==> src/rtl/i2c_pkg.sv <==
// Shared definitions for the codec I2C responder and its initializer: FSM states,
// bus constants and the codec register map entries both sides refer to.
package i2c_pkg;

  typedef enum logic [2:0] {
    IDLE,
    ADDR,
    ACK_A,
    BYTE1,
    ACK_1,
    BYTE2,
    ACK_2,
    IGNORE
  } state_t;

  localparam logic [6:0] DEFAULT_DEV_ADDR = 7'h1A;
  localparam logic       RW_WRITE         = 1'b0;
  localparam logic [3:0] LAST_BIT_IDX     = 4'd7;

  // Codec registers written by the initializer
  localparam logic [6:0] REG_ACTIVE = 7'h09;
  localparam logic [6:0] REG_RESET  = 7'h0F;

endpackage

==> src/rtl/i2c_line_sync.sv <==
// Synchronizes SCL/SDA into the system clock domain and produces registered
// one-cycle bus event pulses (SCL edges, START, STOP).
module i2c_line_sync #(
  parameter int SYNC_STAGES = 2
) (
  input  logic i_clk,
  input  logic i_rst_n,
  input  logic i_sclk,
  input  logic i_sdat,
  output logic scl_rise,
  output logic scl_fall,
  output logic start_det,
  output logic stop_det,
  output logic sda_q
);

  logic [SYNC_STAGES-1:0] scl_sync;
  logic [SYNC_STAGES-1:0] sda_sync;
  logic                   scl_prev;
  logic                   sda_prev;
  logic                   scl_s;
  logic                   sda_s;

  assign scl_s = scl_sync[SYNC_STAGES-1];
  assign sda_s = sda_sync[SYNC_STAGES-1];

  // Lines reset to the idle-bus level so release never looks like an edge.
  // START/STOP need SCL stable high across both samples, so an SDA change
  // landing together with an SCL edge counts only as the SCL edge.
  always_ff @(posedge i_clk or negedge i_rst_n) begin
    if (!i_rst_n) begin
      scl_sync  <= '1;
      sda_sync  <= '1;
      scl_prev  <= 1'b1;
      sda_prev  <= 1'b1;
      scl_rise  <= 1'b0;
      scl_fall  <= 1'b0;
      start_det <= 1'b0;
      stop_det  <= 1'b0;
      sda_q     <= 1'b1;
    end else begin
      scl_sync  <= {scl_sync[SYNC_STAGES-2:0], i_sclk};
      sda_sync  <= {sda_sync[SYNC_STAGES-2:0], i_sdat};
      scl_prev  <= scl_s;
      sda_prev  <= sda_s;
      scl_rise  <= scl_s & ~scl_prev;
      scl_fall  <= ~scl_s & scl_prev;
      start_det <= scl_s & scl_prev & sda_prev & ~sda_s;
      stop_det  <= scl_s & scl_prev & ~sda_prev & sda_s;
      sda_q     <= sda_s;
    end
  end

endmodule

==> src/rtl/i2c_codec_responder.sv <==
// Write-only I2C target for 3-byte codec configuration writes: address byte,
// then a 16-bit word split into a 7-bit register address and 9-bit data.
module i2c_codec_responder
  import i2c_pkg::*;
#(
  parameter logic [6:0] DEV_ADDR    = DEFAULT_DEV_ADDR,
  parameter int         SYNC_STAGES = 2
) (
  input  logic       i_clk,
  input  logic       i_rst_n,
  input  logic       i_sclk,
  input  logic       i_sdat,
  output logic       o_sdat_low,
  output logic       o_reg_valid,
  output logic [6:0] o_reg_addr,
  output logic [8:0] o_reg_data,
  output logic       o_busy,
  output logic       o_err
);

  logic scl_rise, scl_fall, start_det, stop_det, sda_q;

  i2c_line_sync #(
    .SYNC_STAGES (SYNC_STAGES)
  ) u_line_sync (
    .i_clk     (i_clk),
    .i_rst_n   (i_rst_n),
    .i_sclk    (i_sclk),
    .i_sdat    (i_sdat),
    .scl_rise  (scl_rise),
    .scl_fall  (scl_fall),
    .start_det (start_det),
    .stop_det  (stop_det),
    .sda_q     (sda_q)
  );

  state_t     state, state_n;
  logic [3:0] bit_cnt, bit_cnt_n;
  logic [7:0] shreg, shreg_n;
  logic [7:0] byte1, byte1_n;
  logic       post_word, post_word_n;
  logic       pend_low, pend_low_n;
  logic       sdat_low_n, reg_valid_n, busy_n, err_n;
  logic [6:0] reg_addr_n;
  logic [8:0] reg_data_n;

  always_ff @(posedge i_clk or negedge i_rst_n) begin
    if (!i_rst_n) begin
      state       <= IDLE;
      bit_cnt     <= '0;
      shreg       <= '0;
      byte1       <= '0;
      post_word   <= 1'b0;
      pend_low    <= 1'b0;
      o_sdat_low  <= 1'b0;
      o_reg_valid <= 1'b0;
      o_reg_addr  <= '0;
      o_reg_data  <= '0;
      o_busy      <= 1'b0;
      o_err       <= 1'b0;
    end else begin
      state       <= state_n;
      bit_cnt     <= bit_cnt_n;
      shreg       <= shreg_n;
      byte1       <= byte1_n;
      post_word   <= post_word_n;
      pend_low    <= pend_low_n;
      o_sdat_low  <= sdat_low_n;
      o_reg_valid <= reg_valid_n;
      o_reg_addr  <= reg_addr_n;
      o_reg_data  <= reg_data_n;
      o_busy      <= busy_n;
      o_err       <= err_n;
    end
  end

  always_comb begin
    state_n     = state;
    bit_cnt_n   = bit_cnt;
    shreg_n     = shreg;
    byte1_n     = byte1;
    post_word_n = post_word;
    pend_low_n  = pend_low;
    sdat_low_n  = o_sdat_low;
    reg_valid_n = 1'b0;
    reg_addr_n  = o_reg_addr;
    reg_data_n  = o_reg_data;
    busy_n      = o_busy;
    err_n       = o_err;

    if (start_det) begin
      state_n     = ADDR;
      bit_cnt_n   = '0;
      sdat_low_n  = 1'b0;
      busy_n      = 1'b1;
      post_word_n = 1'b0;
      pend_low_n  = 1'b0;
    end else if (stop_det) begin
      state_n     = IDLE;
      bit_cnt_n   = '0;
      sdat_low_n  = 1'b0;
      busy_n      = 1'b0;
      post_word_n = 1'b0;
      pend_low_n  = 1'b0;
    end else begin
      unique case (state)
        ADDR, BYTE1, BYTE2: begin
          if (scl_rise) begin
            shreg_n   = {shreg[6:0], sda_q};
            bit_cnt_n = bit_cnt + 4'd1;
            if (bit_cnt == LAST_BIT_IDX) begin
              if (state == ADDR) begin
                if (shreg_n[7:1] == DEV_ADDR && shreg_n[0] == RW_WRITE) state_n = ACK_A;
                else                                                     state_n = IGNORE;
              end else if (state == BYTE1) begin
                byte1_n = shreg_n;
                state_n = ACK_1;
              end else begin
                state_n = ACK_2;
              end
            end
          end
        end
        // The first fall drives the ACK, the second one (after the 9th clock) ends it
        ACK_A, ACK_1, ACK_2: begin
          if (scl_fall) begin
            if (!o_sdat_low) begin
              sdat_low_n = 1'b1;
              if (state == ACK_2) begin
                reg_valid_n = 1'b1;
                reg_addr_n  = byte1[7:1];
                reg_data_n  = {byte1[0], shreg};
              end
            end else begin
              sdat_low_n = 1'b0;
              bit_cnt_n  = '0;
              if (state == ACK_A) begin
                state_n = BYTE1;
              end else if (state == ACK_1) begin
                state_n = BYTE2;
              end else begin
                state_n     = IGNORE;
                post_word_n = 1'b1;
              end
            end
          end
        end
        // A low sample only counts as extra data once SCL falls again; a STOP
        // also samples SDA low on its final rise but never reaches that fall.
        IGNORE: begin
          if (post_word) begin
            if (scl_rise) pend_low_n = ~sda_q;
            if (scl_fall && pend_low) begin
              err_n      = 1'b1;
              pend_low_n = 1'b0;
            end
          end
        end
        default: ;
      endcase
    end
  end

endmodule

==> config.mk <==
export PLATFORM = sky130hd
export DESIGN_NAME = i2c_codec_responder
export DESIGN_NICKNAME = d
export VERILOG_FILES = /design/src/rtl/i2c_pkg.sv /design/src/rtl/i2c_line_sync.sv /design/src/rtl/i2c_codec_responder.sv
export SDC_FILE = /design/constraint.sdc
export NUM_CORES = 1
export LEC_CHECK = 0
export ABC_AREA = 1
export ABC_CLOCK_PERIOD_IN_PS = 3900
export CELL_PAD_IN_SITES_DETAIL_PLACEMENT = 0
export CELL_PAD_IN_SITES_GLOBAL_PLACEMENT = 1
export CORE_ASPECT_RATIO = 0.5
export CORE_MARGIN = 1
export CORE_UTILIZATION = 46
export DETAILED_ROUTE_END_ITERATION = 6
export PLACE_DENSITY_LB_ADDON = 0.15
export SYNTH_ARGS = -nofsm -noshare
export SYNTH_HDL_FRONTEND = slang
export SYNTH_HIERARCHICAL = 1
export SYNTH_SLANG_ARGS = --single-unit
export TNS_END_PERCENT = 100
==> constraint.sdc <==
create_clock -name i_clk -period 3.9 [get_ports i_clk]
set_clock_uncertainty 0.15 [all_clocks]
set_input_delay 0.585 -clock i_clk [delete_from_list [all_inputs] [get_ports i_clk]]
set_output_delay 0.585 -clock i_clk [all_outputs]
set_load 0.05 [all_outputs]
### Word level (Yosys, flattened, before mapping)

Index checks and enable logic that the tools add are counted.

| cells by class | value |
|---|---|
| $add $sub $neg | 1 |
| eq/ne operators | 15 |
| multiplexer cells | 44 |
| bitwise logic cells | 15 |
| reduce and logical (&&, ||, !) cells | 21 |

Operators by type and width:

| cell | number |
|---|---|
| 3-bit two-way mux | 9 |
| 1-bit two-way mux | 26 |
| 4-bit two-way mux | 5 |
| 5-bit AND reduction | 3 |
| 3-bit nonzero test | 5 |
| 3-bit == test, second input constant | 4 |
| 4-bit by 1-bit inequality test with 1-bit output, second input constant | 2 |
| 4-bit by 2-bit inequality test with 1-bit output, second input constant | 2 |
| 1-bit NOT | 8 |
| 4-bit case mux with 2 select lines | 1 |
| 4-bit AND reduction | 2 |
| 4-bit nonzero test | 2 |
| 1-bit AND | 7 |
| 7-bit by 5-bit == test with 1-bit output, second input constant | 1 |
| 7-bit AND reduction | 1 |
| 3-bit by 2-bit == test with 1-bit output, second input constant | 2 |
| 3-bit by 1-bit inequality test with 1-bit output, second input constant | 2 |
| 3-bit case mux with 2 select lines | 1 |
| 6-bit AND reduction | 1 |
| 3-bit OR reduction | 2 |
| 4-bit by 1-bit adder with 4-bit output, second input constant | 1 |
| 4-bit by 3-bit == test with 1-bit output, second input constant | 1 |
| 2-bit two-way mux | 2 |
| 3-bit by 1-bit == test with 1-bit output, second input constant | 1 |
| 4 further kinds | 5 |

| storage, ports and cells | value |
|---|---|
| bits in registers | 55 |
| input port bits | 4 |
| output and inout port bits | 20 |

### Logic depth before layout (Yosys ltp)

Gate-level depths: netlist of the first run.

| logic depth | value |
|---|---|
| word-level depth | 9 |
| gate-level depth with buffers | 10 |
| depth with buffers taken out | 10 |

### Hierarchy

The synthesis of the first run kept the hierarchy.

By module, submodules not included:

| module | instances | cells an instance | area an instance (um^2) | sequential area each (um^2) |
|---|---|---|---|---|
| i2c_codec_responder | 1 | 229 | 2,062.0 | 1,126.1 |
| i2c_line_sync | 1 | 21 | 299.0 | 257.7 |

### Least setup slack after synthesis of the first run

OpenSTA, ideal clock, no wires.

| path | value |
|---|---|
| path type | register to register |
| start | reg o_sdat_low |
| end | reg state[2] |
| setup time | 0.121 ns |
| data arrival time | 1.226 ns |
| data required time | 3.629 ns |
| path slack | 2.403 ns |
| cell stages (with the launch flop) | 8 |
| clock period less this slack | 1.497 ns |
| cell sequence | dfrtp_1 > a21oi_1 > nand2_1 > nand2_1 > nand2_1 > nand3_2 > nand2_1 > o21ai_1 |

| between the ends | value |
|---|---|
| cells in the longest elaborated chain, start to end | 2 |

Ends and longest elaborated chain:

| element | RTL line | source |
|---|---|---|
| start, declared | i2c_codec_responder.sv:13 | `output logic o_sdat_low,` |
| start signal, assigned | i2c_codec_responder.sv:68 | `o_sdat_low <= sdat_low_n;` |
| 4-bit by 2-bit inequality test with 1-bit output (no source line) | - |  |
| 5-bit AND reduction (no source line) | - |  |
| end signal, assigned | i2c_codec_responder.sv:62 | `state <= state_n;` |
| end, declared | i2c_codec_responder.sv:37 | `state_t state, state_n;` |

Every way passes these cells.
A chain may end at the register's enable or synchronous reset.

### Worst setup path in the final report of the first run

| path | value |
|---|---|
| start | reg o_sdat_low |
| end | out o_sdat_low |

No word-level cell between the ends.

==> metrics.txt, run 1 <==
outcome=finished clean; Critical Path Max Stage Delay=0.84 ns; layout cells sized above 1=15.9%; port bufs=23; post-route insts no fill=343; CP Class=reg -> out; final hold slack=0.215 ns; clock sinks=55; Setup Viol. Count Final=0; Inst Count DP=335; Worst-Margin Slew=0.871 ns; ys flop type=dfrtp_1; Avg Cell Area, Syn=9.44 um2; Pins Over Slew Limit=0; area grow syn2layout=16.1%; total negative slack=0 ns; fmax=431 MHz; most common cell in the netlist=nand2_1; # Post-CTS Setup Buffers=0; antenna violations before repair=0; critical path capture point type=output port; RSZ-0062 raised after global routing=false; Hold Vio Cnt, Final=0; Syn Nets=255; Post-synth EDFFs=0; min cycle time layout=2.32 ns; crit path DAT=1.59 ns; Rows=17; gr usage total=18.9%; Die X=103 um; Clock Pin Slew Worst Setup and Hold Paths=0.10 ns; Starting Density=50.7%; DRC Markers=0; core area=4660 um2; clock latency on the worst-skew pair=0.31 ns; crit path max fanout=4; YS warnings=6; VDD IR max=232 uV; TritonCTS clock tree=built; post-synth top area share=51.9%; CTS Hold Bufs=0; Gate Count Post-Synth=250; total CTS buffers=5; FFs w/ async S/R, synth=100%; Antenna Violating Nets Remaining=0; die area=5440 um2; Root Driver=clkbuf_8; top cells by area, synth=dfrtp_1, nand2_1, dfstp_2; die height=52.7 um; HPWL after detailed placement=2.95 mm; worst hold path class=reg -> reg; CP startpoint kind=flip-flop; pwr dens=613 nW/um2; wire per inst=12.3 um; DRT Pass-1 Iters=4; overall power=1.68 mW; area leader, netlist=dfrtp_1; I/O pin cnt=24; Ant. Diodes=0; largest net degree at the start of global routing=41; synthesized flop and latch total=55; CP required=3.16 ns; final core occ=58.8%; Post-CTS Resized=0; vias in the first global route=1595; GRT overflow=0; max_slew headroom=41.9%; NumNets Final=281; Tcrit/Tclk final=59.5%; top post-synthesis cells by count=nand2_1, dfrtp_1, inv_1, nor2_1, o21ai_2; slowest CP cell=clkdlybuf4s50_1; Seq/Total Area, Yosys=58.6%; Clock Path Buffers=2; GPL Wtd Cong=0.755; cell area after synthesis=2360 um2; initial DRC count=56; Total Wirelength=4.21 mm; first-pass GRT wire length=7.37 mm; P_leak=1.34 nW; worst path cell trace=clkdlybuf4s50_1; Vias=1647; CP bufs+invs=1; kind of cell adding the most delay to the critical path=buffers and inverters; synth unique cells=28; Vias/cell=4.80; Max Cap Violations=0; H-Tree Level Count=2
==> flip-flops by register name, indices dropped and copies added, names as in the netlist <==
register / count
u_line_sync/scl_sync: 2
u_line_sync/scl_fall: 1
o_err: 1
bit_cnt: 4
o_reg_data: 9
o_busy: 1
u_line_sync/sda_q: 1
o_reg_addr: 7
u_line_sync/sda_sync: 2
state: 3
u_line_sync/scl_prev: 1
post_word: 1
u_line_sync/scl_rise: 1
o_reg_valid: 1
u_line_sync/start_det: 1
pend_low: 1
o_sdat_low: 1
shreg: 8
u_line_sync/stop_det: 1
byte1: 8
==> final timing paths <==
path                                                   start                           endpoint  slack, ns  cells after the start
max                                   o_sdat_low$_DFFE_PN0P_                         o_sdat_low       1.58                      1
max reg2reg                  u_line_sync/start_det$_DFF_PN0_          o_reg_addr[0]$_DFFE_PN0P_       2.01                      7
min                        u_line_sync/sda_sync[0]$_DFF_PN1_  u_line_sync/sda_sync[1]$_DFF_PN1_       0.22                      0
max in group asynchronous                            i_rst_n        u_line_sync/sda_q$_DFF_PN1_       2.55                      2
min reg2reg                u_line_sync/sda_sync[0]$_DFF_PN1_  u_line_sync/sda_sync[1]$_DFF_PN1_       0.22                      0
min in group asynchronous                            i_rst_n               state[0]$_DFFE_PN0P_       0.23                      1
==> layout make-up <==
cell class                 count  area [um2]
clock buffer                   6        72.6
multi-input combinational    164         832
fill                         392        1920
inverter                      26        98.8
tap                           66        82.6
sequential                    55        1380
clock inverter                 2        37.5
timing repair buffer          24         233
==> cell usage in the layout (no fill, tap or decap), types with 5 or more instances in the layout <==
cell / count
clkbuf_8: 5
clkdlybuf4s50_1: 22
dfrtp_1: 49
dfstp_2: 6
inv_1: 22
nand2_1: 88
nand3_1: 7
nor2_1: 16
o21ai_0: 13
o21ai_2: 15
==> kinds of logic (layout without fill, tap and decap cells) <==
| group | after synthesis | in the layout | share of synthesized area [%] |
|---|---|---|---|
| and+or+nand+nor | 124 | 124 | 23.1 |
| DFF | 55 | 55 | 58.6 |
| AOI/OAI and AO/OA | 37 | 37 | 10.9 |
| buffers and inverters | 31 | 58 | 6.15 |
| xor gates and xnor gates | 2 | 2 | 0.742 |
| adders and majority gates | 1 | 1 | 0.530 |
==> stage by stage <==
| stage | instance area (um2) | setup slack (ns) |
|---|---|---|
| 6_report | 2740 | 1.58 |
| 3_3_place_gp | 2630 | 1.94 |
| 4_1_cts | 2740 | 1.56 |
| 5_1_grt | 2740 | 1.53 |
| 3_5_place_dp | 2630 | 1.92 |
| 2_1_floorplan | 2360 | 2.40 |
==> where the power goes <==
group	internal, mW	switching [mW]	total, mW
Sequential	0.666	0.0867	0.752
Clock	0.192	0.188	0.380
Combinational	0.174	0.373	0.546
==> metal layers <==
metal  GRT usage (%)  vias to the layer above  routed length (um)
met5               0                        -                   0
met4            8.45                        0                  25
met3            4.80                        2                 149
met2            30.1                       15                1880
met1            24.6                      795                2150
li1                -                      835                   -
Note: power is estimated with default switching activity, not from simulation.
==> run 2, diff against run 1 <==
--- a/config.mk
+++ b/config.mk
@@ -6,12 +6,12 @@
 export NUM_CORES = 1
 export LEC_CHECK = 0
 export ABC_AREA = 1
-export ABC_CLOCK_PERIOD_IN_PS = 3900
+export ABC_CLOCK_PERIOD_IN_PS = 1900
 export CELL_PAD_IN_SITES_DETAIL_PLACEMENT = 0
 export CELL_PAD_IN_SITES_GLOBAL_PLACEMENT = 1
 export CORE_ASPECT_RATIO = 0.5
 export CORE_MARGIN = 1
-export CORE_UTILIZATION = 46
+export CORE_UTILIZATION = 39
 export DETAILED_ROUTE_END_ITERATION = 6
 export PLACE_DENSITY_LB_ADDON = 0.15
 export SYNTH_ARGS = -nofsm -noshare
==> constraint.sdc (replaced) <==
create_clock -name i_clk -period 1.9 [get_ports i_clk]
set_clock_uncertainty 0.15 [all_clocks]
set_input_delay 0.285 -clock i_clk [delete_from_list [all_inputs] [get_ports i_clk]]
set_output_delay 0.285 -clock i_clk [all_outputs]
set_load 0.05 [all_outputs]
==> run 2 against run 1 <==
Non-clock buffer count is 5 higher; sequential power rose by 110%; cell count increased by 3.5%; worst setup slack worse by 1.3 ns; die area increased by 17%; highest routed layer unchanged; first-iteration DRC count up 84%; combinational power rose by 110%; clock power increased by 140%; critical path depth rose by 6; core utilization fell by 9.2 points; cell area up 2.4%; largest power group unchanged; clock-buffer cell count decreased by 1; critical endpoint is now o_reg_data[1]$_DFFE_PN0P_.
==> metrics.txt, run 2 (synthesized netlist as in run 1, its figures left out) <==
HPWL after detailed placement=3.15 mm; NumNets Final=286; Clock Path Buffers=2; first-pass GRT wire length=7.85 mm; crit path DAT=1.69 ns; Die X=112 um; TritonCTS clock tree=built; DRC Markers=0; initial DRC count=103; min cycle time layout=1.66 ns; crit path launch=u_line_sync/start_det$_DFF_PN0_; CP Class=reg -> reg; final core occ=49.6%; Setup Viol. Count Final=0; layout cells sized above 1=24.5%; most frequent cells in the layout=nand2_1, dfrtp_1, buf_4; die height=57.0 um; RSZ-0062 raised after global routing=false; Root Driver=clkbuf_16; Reg area=1380 um2; Hold Vio Cnt, Final=0; overall power=3.60 mW; critical path capture point type=flip-flop; port bufs=23; most common cell after layout, fill and taps aside=nand2_1; Vias=1660; Clock Pin Slew Worst Setup and Hold Paths=0.07 ns; vias in the first global route=1612; fmax=604 MHz; CP startpoint kind=flip-flop; CP required=1.93 ns; hold_sp=u_line_sync/scl_sync[0]$_DFF_PN1_; Vias/cell=4.68; Worst-Margin Slew=0.375 ns; Antenna Violating Nets Remaining=0; Most flops, register=o_reg_data; Multi-input gate area=840 um2; gr usage total=16.1%; max reg flops=9; Tcrit/Tclk final=87.2%; core area=5660 um2; Starting Density=41.7%; crit path max fanout=15; GPL Wtd Cong=0.833; post-route insts no fill=355; clock sinks=55; area grow syn2layout=18.8%; H-Tree Level Count=2; P_leak=1.43 nW; Rows=19; clock latency on the worst-skew pair=0.29 ns; DRT Pass-1 Iters=6; Top Registers=o_reg_data: 9 flops, byte1: 8 flops, shreg: 8 flops; die area=6390 um2; total negative slack=0 ns; max_slew headroom=75.0%; VDD IR max=459 uV; wire per inst=12.9 um; worst hold path class=reg -> reg; Ant. Diodes=0; GRT overflow=0; # Post-CTS Setup Buffers=0; Max Cap Violations=0; total CTS buffers=5; Fill cells=521; outcome=finished clean; pwr dens=1280 nW/um2; I/O pin cnt=24; Pins Over Slew Limit=0; launching point of the worst reg2reg path=u_line_sync/start_det$_DFF_PN0_; antenna violations before repair=0; Inst Count DP=346; Total Wirelength=4.58 mm; largest net degree at the start of global routing=56
[run 2: area by class of cell]
cell class / instances / share of cell area, %
sequential: 55 / 49.3
multi-input combinational: 164 / 29.9
timing repair buffer: 29 / 8.83
clock buffer: 5 / 4.46
inverter: 26 / 3.52
tap: 73 / 3.26
clock inverter: 3 / 0.669
[run 2: per-stage QoR]
step / hold WS, ns / cell area, um2 / setup WS [ns]
after floorplan: -0.161 / 2360 / 0.403
after global placement: 0.155 / 2640 / 0.144
after detailed placement: 0.161 / 2640 / 0.137
after CTS: 0.206 / 2800 / 0.120
after global routing: 0.211 / 2810 / 0.0798
final: 0.207 / 2810 / 0.244
[run 2: worst paths after layout]
check | to | slack [ns] | cells past startpoint
max | o_reg_data[1]$_DFFE_PN0P_ | 0.24 | 7
min | u_line_sync/scl_sync[1]$_DFF_PN1_ | 0.21 | 0
max reg2reg | o_reg_data[1]$_DFFE_PN0P_ | 0.24 | 7
min reg2reg | u_line_sync/scl_sync[1]$_DFF_PN1_ | 0.21 | 0
max in group asynchronous | u_line_sync/sda_q$_DFF_PN1_ | 0.92 | 3
min in group asynchronous | state[2]$_DFFE_PN0P_ | 0.36 | 3
[run 2: power by group]
group	internal [mW]	switching, mW	leakage [nW]
sequential	1.37	0.181	0.726
combinational	0.351	0.790	0.635
clock	0.489	0.421	0.0740
[run 2: what timing repair did]
item	in CTS	in global routing
endpoints found under the setup margin	0	7
hold buffers	1	0
endpoints found under the hold margin	49	0
resized for setup	0	1
[run 2: per-layer routing]
layer  routed length [um]  vias to the layer above  GRT usage, %
met5                    0                        -             0
met4                   46                        0          5.14
met2                 2010                       24          25.6
met3                  173                        5          4.46
li1                     -                      848             -
met1                 2350                      783          21.8
[run 2: worst max-delay path: stages (launching register included)]
cell     delay, ns
dfrtp_1       0.43
nor2_4        0.17
inv_2         0.07
nor2_4        0.11
nand4_4       0.24
buf_4         0.26
nand2_1       0.06
o21ai_2       0.05
